<file path="src/rtl/dco_pkg.sv">
// Shared types and helpers for the DCO loop controller: state/direction enums,
// control-word sizing, thermometer encoding and saturating code arithmetic.
package dco_pkg;

  localparam int NCTRL = 64;
  localparam int CW    = $clog2(NCTRL + 1);

  typedef enum logic [1:0] {
    IDLE    = 2'd0,
    ACQUIRE = 2'd1,
    TRACK   = 2'd2,
    LOCKED  = 2'd3
  } state_t;

  typedef enum logic [1:0] {
    NONE = 2'd0,
    UP   = 2'd1,
    DN   = 2'd2
  } dir_t;

  function automatic logic [NCTRL-1:0] therm_enc(input logic [CW-1:0] c);
    logic [NCTRL-1:0] t;
    for (int i = 0; i < NCTRL; i++) begin
      t[i] = (i < int'(c));
    end
    return t;
  endfunction

  // Steps the code by +/-step and clamps to 0..NCTRL; never wraps.
  function automatic logic [CW-1:0] sat_step(input logic [CW-1:0] c, input dir_t d,
                                             input int step);
    int v;
    v = int'(c);
    if (d == UP) begin
      v = v + step;
    end else if (d == DN) begin
      v = v - step;
    end
    if (v < 0) begin
      v = 0;
    end
    if (v > NCTRL) begin
      v = NCTRL;
    end
    return CW'(v);
  endfunction

endpackage

</file>
<file path="src/rtl/dco_therm_enc.sv">
// Combinational code -> NCTRL-bit thermometer encoder (therm[i]=1 iff i<code).
// Zero latency, no flow control; the parent registers the result.
module dco_therm_enc
  import dco_pkg::*;
(
  input  logic [CW-1:0]    code,
  output logic [NCTRL-1:0] therm
);

  assign therm = therm_enc(code);

endmodule

</file>
<file path="src/rtl/dco_ctrl.sv">
// Bang-bang DCO loop controller: integrates up/dn decisions into a thermometer word, 1-cycle latency,
// no backpressure (every dec_valid is consumed). Define DCO_CTRL_DITHER_EN for LSB dither in LOCKED.
module dco_ctrl
  import dco_pkg::*;
#(
  parameter int INIT_CODE  = 32,
  parameter int ACQ_STEP   = 4,
  parameter int LOCK_CNT   = 8,
  parameter int UNLOCK_RUN = 3
) (
  input  logic             refclk,
  input  logic             reset,
  input  logic             start,
  input  logic             dec_valid,
  input  logic             up,
  input  logic             dn,
  output logic             enable,
  output logic [NCTRL-1:0] ctrl,
  output logic [CW-1:0]    code,
  output logic             locked,
  output logic [1:0]       state
);

  localparam int AW = $clog2(LOCK_CNT + 1);
  localparam int RW = $clog2(UNLOCK_RUN + 1);
  localparam logic [CW-1:0] INIT_C = CW'(INIT_CODE);

  state_t           st, st_nxt;
  dir_t             last_dir, last_nxt, dir;
  logic [AW-1:0]    alt_cnt, alt_nxt;
  logic [RW-1:0]    run_cnt, run_nxt;
  logic [CW-1:0]    code_nxt, enc_code;
  logic             lock_nxt;
  logic             rev, same;
  logic [NCTRL-1:0] therm_w;
`ifdef DCO_CTRL_DITHER_EN
  logic             dith, dith_nxt;
`endif

  always_comb begin
    dir = NONE;
    if (dec_valid && up && !dn) begin
      dir = UP;
    end else if (dec_valid && dn && !up) begin
      dir = DN;
    end
    rev  = (dir != NONE) && (last_dir != NONE) && (dir != last_dir);
    same = (dir != NONE) && (dir == last_dir);

    st_nxt   = st;
    code_nxt = code;
    last_nxt = last_dir;
    alt_nxt  = alt_cnt;
    run_nxt  = run_cnt;
    lock_nxt = locked;

    // Dropping start wins over any decision presented in the same cycle.
    if (!start) begin
      st_nxt   = IDLE;
      code_nxt = INIT_C;
      last_nxt = NONE;
      alt_nxt  = '0;
      run_nxt  = '0;
      lock_nxt = 1'b0;
    end else begin
      case (st)
        IDLE: begin
          st_nxt   = ACQUIRE;
          code_nxt = INIT_C;
        end
        ACQUIRE: begin
          if (dir != NONE) begin
            code_nxt = sat_step(code, dir, ACQ_STEP);
            last_nxt = dir;
            if (rev) begin
              st_nxt  = TRACK;
              alt_nxt = AW'(1);
            end
          end
        end
        TRACK: begin
          if (dir != NONE) begin
            code_nxt = sat_step(code, dir, 1);
            last_nxt = dir;
            if (!rev) begin
              alt_nxt = '0;
            end else if (int'(alt_cnt) + 1 >= LOCK_CNT) begin
              st_nxt   = LOCKED;
              lock_nxt = 1'b1;
              alt_nxt  = '0;
              run_nxt  = '0;
            end else begin
              alt_nxt = alt_cnt + 1'b1;
            end
          end
        end
        LOCKED: begin
          if (dir != NONE) begin
            code_nxt = sat_step(code, dir, 1);
            last_nxt = dir;
            if (!same) begin
              run_nxt = '0;
            end else if (int'(run_cnt) + 1 >= UNLOCK_RUN) begin
              st_nxt   = TRACK;
              lock_nxt = 1'b0;
              alt_nxt  = '0;
              run_nxt  = '0;
            end else begin
              run_nxt = run_cnt + 1'b1;
            end
          end
        end
      endcase
    end

`ifdef DCO_CTRL_DITHER_EN
    // Phase 0 on the first LOCKED cycle, then toggles every refclk while LOCKED.
    dith_nxt = (st_nxt == LOCKED) && (st == LOCKED) && !dith;
    enc_code = dith_nxt ? sat_step(code_nxt, UP, 1) : code_nxt;
`else
    enc_code = code_nxt;
`endif
  end

  dco_therm_enc u_therm_enc (
    .code  (enc_code),
    .therm (therm_w)
  );

  always_ff @(posedge refclk or negedge reset) begin
    if (!reset) begin
      st       <= IDLE;
      code     <= INIT_C;
      ctrl     <= therm_enc(INIT_C);
      enable   <= 1'b0;
      locked   <= 1'b0;
      last_dir <= NONE;
      alt_cnt  <= '0;
      run_cnt  <= '0;
`ifdef DCO_CTRL_DITHER_EN
      dith     <= 1'b0;
`endif
    end else begin
      st       <= st_nxt;
      code     <= code_nxt;
      ctrl     <= therm_w;
      enable   <= (st_nxt != IDLE);
      locked   <= lock_nxt;
      last_dir <= last_nxt;
      alt_cnt  <= alt_nxt;
      run_cnt  <= run_nxt;
`ifdef DCO_CTRL_DITHER_EN
      dith     <= dith_nxt;
`endif
    end
  end

  assign state = st;

endmodule
</file>
<file path="config.mk">
export PLATFORM = sky130hd
export DESIGN_NAME = dco_ctrl
export DESIGN_NICKNAME = d
export VERILOG_FILES = /design/src/rtl/dco_pkg.sv /design/src/rtl/dco_therm_enc.sv /design/src/rtl/dco_ctrl.sv
export SDC_FILE = /design/constraint.sdc
export NUM_CORES = 1
export LEC_CHECK = 0
export BUFFER_PORTS_ARGS = -buffer_cell sky130_fd_sc_hd__buf_4
export CORE_MARGIN = 5
export CORE_UTILIZATION = 45
export CTS_BUF_LIST = sky130_fd_sc_hd__clkbuf_8 sky130_fd_sc_hd__clkbuf_16
export DETAILED_ROUTE_END_ITERATION = 16
export GPL_ROUTABILITY_DRIVEN = 0
export PLACE_DENSITY = 0.78
export SYNTH_ARGS = -nofsm -noshare
export SYNTH_HDL_FRONTEND = slang
export SYNTH_HIERARCHICAL = 1
export SYNTH_SLANG_ARGS = --single-unit
</file>
<file path="constraint.sdc">
create_clock -name refclk -period 7.46 [get_ports refclk]
set_clock_uncertainty 0.15 [all_clocks]
set_input_delay 0.746 -clock refclk [delete_from_list [all_inputs] [get_ports refclk]]
set_output_delay 0.746 -clock refclk [all_outputs]
set_load 0.01 [all_outputs]
</file>
==> impl_results.md, run 1 <==
- Worst path arrival time: about 4.5 ns
- Crit path kind: reg2reg
- Gr usage total: 0.185
- Switching pwr: around 260 uW
- Synth Warn #: 6
- CTS root buf: clkbuf_8
- Initial antenna violation count: 0
- Area post-placement: ~0.0046 sq mm
- Flop-to-flop setup slack: roughly 3.1 ns
- Grt total ovfl: 0
- Synth-to-Final Area Change: 20.7%
- Leakage: roughly 0.0021 uW
- Syn Nets: 403
- Most numerous cell in the Yosys netlist: o21ai_0
- Crit-path cells: inv_1, ha_1, and4b_1, a32oi_4, o31ai_1, a211oi_2, o21a_1, a22oi_1, o22ai_1, o21ai_1, o211ai_1
- Initial DRC Count: 312
- Post-Layout Cell Count: 569
- Hold_buf cts: 0
- Initial Utilization: 0.460
- Cell Pwr Density: 206 mW/mm^2
- Drt total wl: between 9 and 10 mm
- Internal power: about 740 uW
- Final min period: between 4 and 5 ns
- CTS Buf Count: 9
- Multi-input logic area: 0.00168 sq mm
- Combinational Power Share: 0.144
- Worst R2R Path Depth: 11
- Crit. End Element: flip-flop
- Mapped cell area: 0.00401 sq mm
- Post-Syn Instances: between 300 and 400
- Total vias in the final route: 3254
- Via/cell ratio: 5.72
- Ys flop type: dfrtp_1
- CP peak stage delay: 0.88 ns
- Final period util: 0.584
- Nets: between 400 and 500
- Crit-path max FO: 15
- Count of input and output buffers: 80
- Vias in the first global route: about 3300
- Setup_tns: 0 ns
- Switching part of the total power: 0.258
- Core region area: 0.00872 sq mm
- Crit-path leading delay family: compound AO/OA/AOI/OAI gates
- Total power: roughly 1000 uW
- Register Area: 0.00212 sq mm
- Yosys top cell area share: 0.312
- Worst-path clk slew: around 0.08 ns
- Die Width: ~100 microns
- WP data required: 7.55 ns
- Post-synth top cells: o21ai_0 (60), dfrtp_1 (50), nand2_1 (36), dfstp_2 (33), a21oi_1 (26)
- Wire per inst: around 17 microns
- RSZ-0062 raised after global routing: no
- Ys async rst share: 1.00
- EDFF count, synth: 0
- Detail Route Antenna Nets: 0
- Final setup viols: 0
- Fillers: 741
- Design area: roughly 0.0048 sq mm
- Launching point of the worst reg2reg path: code[2]$_DFF_PN0_
- CTS max path bufs: 2
- Synth area leader: dfrtp_1
- Worst Max-Slew Pin Slew: ~1.1 ns
- Largest net degree at the start of global routing: 84
- Placed Cells: 553
- CTS resizes: 0
- Die Span Y: 104 microns
- H-tree depth: 3
- Slew headroom: 0.260
- # diodes: 0
- Syn_area_per_cell: 10.2 sq um
- Hold WC Path Type: reg2reg
- Buf/Inv on CP: 1
- FF+latch count, synth: 83
- Die area: ~0.011 sq mm
- Max_cap viols: 0
- CTS tree: done
- DRC: 0
- Unique masters post-synth: around 70
- TritonCTS Sinks: 83
- Seq pwr share: 0.503
- Worst hold path stage count: 2
- Top post-synthesis cells by area: dfrtp_1 (31%), dfstp_2 (22%), o21ai_0 (7.5%)
- Rows: 34
- First-pass DRT Iterations: 5
- Hold_sp: locked$_DFFE_PN0P_
- Final design utilization: 0.555
- Final Slew Violations: 0
- Endpoint, Worst Hold: locked$_DFFE_PN0P_
- Status: complete, no violations
- Worst-Skew Late Latency: 0.33 ns
- Final Hold Viols: 0
- Share of cells above drive strength 1: 0.332
- Slowest CP cell: o22ai_1
- Max VDD drop: 0.116 mV
- Seq/Total Area, Yosys: 0.529
- Max Clk Rate: 229 MHz
- Number of post-CTS setup repair buffers: 0
- Num ports: 81
- First-pass GRT wire length: around 17 mm
- Detailed Place HPWL: roughly 7.0 mm
- Crit start category: flip-flop
- Clock share of power: 0.353
- R2R Path End: ctrl[36]$_DFF_PN0_
==> worst min-delay path, stage by stage (launching register included) <==
cell and delay (ns):
dfrtp_1 0.36, nand2_1 0.05, o31ai_1 0.06
==> per-stage QoR <==
| step | hold WS (ns) | worst slack (ns) |
|---|---|---|
| global placement | 0.322 | 3.31 |
| global route | 0.389 | 2.78 |
| CTS | 0.349 | 3.24 |
| floorplan | 0.300 | 4.24 |
| detailed placement | 0.327 | 3.16 |
| finish | 0.343 | 3.10 |
==> logic make-up after synthesis <==
logic type | Yosys count | synth area share
XOR/XNOR | 4 | 0.00874
AO/OA/AOI/OAI | 132 | 0.208
buffers and inverters | 45 | 0.0565
AND/OR/NAND/NOR | 114 | 0.160
multiplexers | 7 | 0.0190
flip-flops | 83 | 0.529
adder cells (fa/ha/maj) | 6 | 0.0187
==> cell usage in the layout, fill, tap and decap left out, drive strengths merged, types with 6 or more instances in the layout <==
cell,instances
nor2,22
dfrtp,50
ha,6
buf,81
clkbuf,11
inv,21
dfstp,33
a21oi,27
nor3,14
o21ai,62
nand2,37
==> how the worst max path moves through the flow <==
stage | startpoint | end | slack (ns) | cells past startpoint
finish | code[2]$_DFF_PN0_ | ctrl[36]$_DFF_PN0_ | 3.10 | 11
global route | code[2]$_DFF_PN0_ | ctrl[36]$_DFF_PN0_ | 2.78 | 11
CTS | code[2]$_DFF_PN0_ | ctrl[36]$_DFF_PN0_ | 3.24 | 11
detailed placement | dn | ctrl[36]$_DFF_PN0_ | 3.16 | 10
global placement | dn | ctrl[36]$_DFF_PN0_ | 3.31 | 10
floorplan | dec_valid | ctrl[30]$_DFF_PN1_ | 4.24 | 12
==> per-layer routing <==
layer | GRT usage | wire (microns)
met1 | 0.247 | 4230
met2 | 0.299 | 4980
met5 | 0 | 0
met3 | 0.0379 | 564
met4 | 0.0611 | 169
==> power by group through the flow <==
stage	Combinational (uW)	Sequential (uW)	Clock, uW
2_1_floorplan	71.0	515	0
5_1_grt	158	504	379
3_5_place_dp	144	509	0
6_report	143	501	351
3_3_place_gp	140	509	0
4_1_cts	145	501	358
==> sequential cells by signal (all words and copies together), names as in the netlist <==
| register | count |
|---|---|
| run_cnt | 2 |
| state | 2 |
| last_dir | 2 |
| enable | 1 |
| ctrl | 64 |
| locked | 1 |
| code | 7 |
| alt_cnt | 4 |
==> layout make-up <==
cell class | instances | area share
Sequential cell | 83 | 0.438
Multi-Input combinational cell | 263 | 0.347
Timing Repair Buffer | 81 | 0.126
Clock buffer | 11 | 0.0360
Tap cell | 108 | 0.0279
Inverter | 18 | 0.0140
Clock inverter | 5 | 0.0116
Note: power is estimated with default switching activity, not from simulation.
==> run 2: changes to the inputs <==
Settings changed: ABC_AREA set to 1, PLACE_DENSITY 0.78 to 0.81.
Clock period 7.46 ns to 3.8 ns, I/O delays scaled along.
==> run 2 against run 1 <==
Against the previous run:
- combinational power increased by 94%
- cell count up 18%
- core utilization up 0.82 points
- hold slack worse by 0.32 ns
- design area increased by 0.98%
- via count increased by 11%
- wire length up 3.8%
- power grew 84%
- synthesized cell count is 23% higher
==> impl_results.md, run 2 <==
- TritonCTS Sinks: between 80 and 90
- WP data required: 3.91 ns
- Die Span Y: 104 microns
- Yosys top cell area share: 0.312
- Commonest non-fill, non-tap cell in the layout: nand2_1
- Detailed Place HPWL: approximately 7.4 mm
- Vias in the first global route: approximately 3600
- Syn_area_per_cell: between 8 and 9 sq um
- Count of input and output buffers: 80
- Flop-to-flop setup slack: about 0.42 ns
- Leakage: about 0.0024 uW
- Most flops, register: ctrl
- Initial DRC Count: 467
- Max Clk Rate: approximately 300 MHz
- Hold WC Path Type: in2async
- First-pass GRT wire length: 17.4 mm
- Final Hold Viols: 0
- Initial Utilization: 0.462
- Core region area: 0.00868 sq mm
- FF+latch count, synth: slightly above 80
- Crit start category: flip-flop
- Die area: between 0.01 and 0.015 sq mm
- Hold_buf cts: 0
- Crit path kind: reg2reg
- Number of post-CTS setup repair buffers: 0
- Gr usage total: 0.194
- Final setup viols: 0
- Nets: 573
- Ys async rst share: 1.00
- Final period util: 0.889
- Initial antenna violation count: 0
- Detail Route Antenna Nets: 0
- Drt total wl: ~10 mm
- RSZ-0062 raised after global routing: no
- Seq/Total Area, Yosys: 0.529
- Worst R2R Path Depth: 18
- Num ports: a little over 80
- Cell Pwr Density: about 370 mW/mm^2
- Syn Nets: about 490
- Largest net degree at the start of global routing: 84
- Max VDD drop: 0.210 mV
- Max_cap viols: 0
- Fillers: a little under 800
- Post-Syn Instances: between 400 and 500
- Worst-Skew Late Latency: approximately 0.35 ns
- Top post-synthesis cells by area: dfrtp_1 (31%), dfstp_2 (22%), nand2_1 (12%)
- Max FFs per register: 64
- Setup_tns: 0 ns
- Total vias in the final route: around 3600
- Status: complete, no violations
- Unique masters post-synth: 38
- Via/cell ratio: 5.36
- CTS max path bufs: 2
- Wire per inst: 15.3 microns
- Worst-path clk slew: approximately 0.090 ns
- Crit-path cells: inv_1, ha_1, inv_1, nand2_1, nand2_1, nand3_1, nand3_1, nor2_1, nand2_1, nand2_2, nand3_1, nand2_1, nand2_1, a21oi_2, inv_1, nand2_1, inv_1, o21ai_0
- Launching point of the worst reg2reg path: code[0]$_DFF_PN0_
- Rows: 34
- Slowest CP cell: dfrtp_1
- Top Registers: ctrl: 64 flops, code: 7 flops, alt_cnt: 4 flops
- CTS root buf: clkbuf_8
- H-tree depth: 3
- EDFF count, synth: 0
- Post-synth top cells: nand2_1 (126), inv_1 (54), dfrtp_1 (50), nand3_1 (49), nor2_1 (43)
- Crit-path max FO: 9
- Slew headroom: 0.344
- Final Slew Violations: 0
- # diodes: 0
- R2R Path End: ctrl[24]$_DFF_PN1_
- Crit path top cell by count: nand2_1
- CTS Buf Count: 9
- CP peak stage delay: 0.55 ns
- Worst Max-Slew Pin Slew: just under 1 ns
- Synth Warn #: 6
- Share of cells above drive strength 1: 0.281
- Commonest non-fill, non-tap cells in the layout: nand2_1 (126), buf_4 (82), inv_1 (55)
- Die Width: about 100 microns
- Final min period: between 3 and 4 ns
- Final design utilization: 0.563
- Total power: about 1800 uW
- CTS resizes: 0
- Most numerous cell in the Yosys netlist: nand2_1
- Worst path arrival time: around 3.5 ns
- Synth area leader: dfrtp_1
- First-pass DRT Iterations: 5
- CTS tree: done
- Crit. End Element: flip-flop
- Ys flop type: dfrtp_1
- DRC: 0
- Synth-to-Final Area Change: 21.9%
- Grt total ovfl: 0
- Mapped cell area: between 0.004 and 0.005 sq mm
==> run 2: cell types whose count changed after synthesis, moves of 8 or more <==
cell     change
buf_2        -8
inv_1       +36
nand2_1     +90
nand3_1     +44
nor2_1      +22
nor3_1      -10
o21ai_0     -25
==> run 2: worst max-delay path by stage <==
stage | from | endpoint | slack [ns] | depth (start not counted)
2_1_floorplan | code[2]$_DFF_PN0_ | ctrl[48]$_DFF_PN0_ | 1.07 | 16
3_3_place_gp | dn | ctrl[24]$_DFF_PN1_ | 0.56 | 18
3_5_place_dp | dn | ctrl[32]$_DFF_PN0_ | 0.46 | 17
4_1_cts | code[0]$_DFF_PN0_ | ctrl[17]$_DFF_PN1_ | 0.52 | 20
5_1_grt | code[0]$_DFF_PN0_ | ctrl[32]$_DFF_PN0_ | 0.08 | 18
6_report | code[0]$_DFF_PN0_ | ctrl[24]$_DFF_PN1_ | 0.42 | 18
==> run 2: kinds of logic (layout without fill, tap and decap cells) <==
group           Yosys count  in the layout  share of synthesized area
simple gates            247            247                      0.280
buf+inv                  71            157                     0.0693
fa+ha+maj                 6              6                     0.0187
flops                    83             83                      0.529
compound gates           73             73                      0.103
==> run 2: layout make-up <==
cell class	count	area (sq um)	area share
Sequential cell	83	2120	0.434
Multi-Input combinational cell	326	1610	0.329
Timing Repair Buffer	82	616	0.126
Inverter	59	221	0.0453
Clock buffer	10	138	0.0282
Tap cell	108	135	0.0277
Clock inverter	6	46.3	0.00948
==> run 2: where the power goes <==
| group | leakage [uW] | total (uW) | internal, uW | switching, uW |
|---|---|---|---|---|
| Sequential | 0.00103 | 972 | 946 | 26.6 |
| Combinational | 0.00133 | 278 | 104 | 174 |
| Clock | 0.0000951 | 581 | 261 | 320 |
| Total | 0.00245 | 1830 | 1310 | 520 |
==> run 2: critical path, delay by kind of cell (launching register included) <==
family / cells / cell delay (ns)
simple gates: 11 / 1.12
buf+inv: 4 / 0.59
flops: 1 / 0.55
fa+ha+maj: 1 / 0.32
compound gates: 2 / 0.56
==> run 2: stage by stage <==
stage               cell area (sq um)  hold WS (ns)  setup WS [ns]  cells
global placement                 4700         0.306          0.564    658
floorplan                        4010       -0.0656           1.07    480
CTS                              4880        0.0680          0.518    674
global route                     4880        0.0848         0.0770    674
detailed placement               4700         0.316          0.455    658
finish                           4880        0.0240          0.424    674
==> run 2: routing by layer <==
layer  global-route usage  routed length (microns)  up-vias
li1                     -                        -     1705
met1                0.249                     4280     1677
met2                0.319                     4910      202
met3               0.0602                      960       30
met4               0.0453                      173        0
met5                    0                        0        -
==> run 3: changes to the inputs <==
Settings changed: ABC_AREA 1 to 0, PLACE_DENSITY 0.81 to 0.8.
==> run 3 against run 2 <==
Against the previous run:
- power rose by 5.1%
- critical endpoint is now ctrl[60]$_DFF_PN0_
- cell count fell by 15%
- hold slack improved by 0.024 ns
- sequential power rose by 0.9%
- largest cell class unchanged
- critical path type unchanged
==> impl_results.md, run 3 (synthesis results as in run 1) <==
- Worst Max-Slew Pin Slew: slightly below 1 ns
- DRC: 0
- Initial DRC Count: 442
- Crit-path cells: inv_1, ha_1, and4b_1, a2bb2oi_1, mux2i_1, and2_1, a31oi_1, o31a_1, o32ai_1, buf_4, o21ai_1, o21ai_0
- Max FFs per register: 64
- Crit start category: flip-flop
- Vias in the first global route: roughly 3300
- Combinational Power Share: 0.152
- Final setup viols: 0
- Via/cell ratio: 5.76
- Grt total ovfl: 0
- Num ports: 81
- First-pass GRT wire length: 17.1 mm
- Crit-path leading delay family: compound AO/OA/AOI/OAI gates
- Crit. End Element: flip-flop
- Switching pwr: 510 uW
- Buf/Inv on CP: 2
- RSZ-0062 raised after global routing: no
- Final min period: 3.51 ns
- CTS root buf: clkbuf_8
- Cell Pwr Density: between 300 and 400 mW/mm^2
- Synth-to-Final Area Change: 21.7%
- Hold WC Path Type: in2async
- CTS tree: done
- Internal power: 1410 uW
- Initial antenna violation count: 0
- Total power: between 1500 and 2000 uW
- Number of post-CTS setup repair buffers: 0
- Detail Route Antenna Nets: 0
- Commonest non-fill, non-tap cell in the layout: buf_4
- Die area: ~0.011 sq mm
- Clock share of power: 0.339
- Slowest CP cell: o21ai_1
- Share of cells above drive strength 1: 0.346
- Gr usage total: 0.188
- Initial Utilization: 0.460
- Area post-placement: between 0.004 and 0.005 sq mm
- Largest net degree at the start of global routing: 84
- Nets: 475
- Seq pwr share: 0.510
- CTS max path bufs: 2
- Die Width: around 100 microns
- Worst path arrival time: approximately 3.5 ns
- Final Slew Violations: 0
- First-pass DRT Iterations: 6
- Switching part of the total power: 0.265
- Slew headroom: 0.359
- TritonCTS Sinks: between 80 and 90
- Top Registers: ctrl: 64 flops, code: 7 flops, alt_cnt: 4 flops
- Most flops, register: ctrl
- Core region area: slightly below 0.009 sq mm
- Total vias in the final route: between 3000 and 4000
- Leakage: roughly 0.0021 uW
- Commonest non-fill, non-tap cells in the layout: buf_4 (88), o21ai_0 (60), dfrtp_1 (50)
- Detailed Place HPWL: just over 7 mm
- Fillers: a little over 700
- Count of input and output buffers: 80
- Crit path kind: reg2reg
- Setup_tns: 0 ns
- Crit-path max FO: 12
- Max_cap viols: 0
- Drt total wl: 10.1 mm
- Final Hold Viols: 0
- Max VDD drop: 0.243 mV
- CP peak stage delay: 0.57 ns
- Rows: 34
- Final period util: 0.924
- CTS Buf Count: 9
- Wire per inst: 17.6 microns
- Worst-path clk slew: 0.09 ns
- H-tree depth: 3
- Die Span Y: 104 microns
- Worst-Skew Late Latency: 0.34 ns
- # diodes: 0
- WP data required: roughly 3.8 ns
- Design area: just under 0.005 sq mm
- Status: complete, no violations
- Max Clk Rate: 285 MHz
-- run 3: timing repair --
item	CTS	global route
hold buffers	0	0
setup endpoints to repair	0	17
gates resized for setup	0	2
-- run 3: final cells by class --
type                    count  area [sq um]  share of cell area
repair buffers             88           661               0.135
flip-flops and latches     83          2120               0.434
clock buffers              10           149              0.0305
clock inverters             6          63.8              0.0131
inverters                  18          67.6              0.0138
multi-input cells         263          1680               0.345
well taps                 108           135              0.0277
-- run 3: routing by layer --
layer,GRT usage,vias to the layer above,part of all wire
met3,0.0422,15,0.076
li1,-,1534,-
met2,0.309,163,0.51
met5,0,-,0
met1,0.254,1605,0.40
met4,0.0463,0,0.010
-- run 3: power by group through the flow --
stage,clock (uW),combinational (uW),sequential (uW)
6_report,652,292,981
5_1_grt,704,320,987
4_1_cts,664,292,981
3_5_place_dp,0,291,996
3_3_place_gp,0,283,996
2_1_floorplan,0,139,1010
-- run 3: path summary, 6_finish.rpt --
path / from / endpoint / slack, ns / depth (start not counted)
max: code[3]$_DFF_PN0_ / ctrl[60]$_DFF_PN0_ / 0.29 / 12
min: reset / ctrl[55]$_DFF_PN0_ / 0.05 / 1
max reg2reg: code[3]$_DFF_PN0_ / ctrl[60]$_DFF_PN0_ / 0.29 / 12
min reg2reg: locked$_DFFE_PN0P_ / locked$_DFFE_PN0P_ / 0.35 / 2
max in group asynchronous: reset / code[6]$_DFF_PN0_ / 2.84 / 1
min in group refclk: start / enable$_DFF_PN0_ / 0.09 / 1
-- run 3: metrics by stage --
stage	setup WS (ns)	hold WS (ns)	std cells	util
after floorplan	0.857	-0.0656	391	-
final	0.291	0.0478	576	0.559
after global placement	0.369	0.319	560	0.534
after detailed placement	0.208	0.320	560	0.534
after global routing	0.0271	0.0753	576	0.559
after CTS	0.218	0.0710	576	0.559
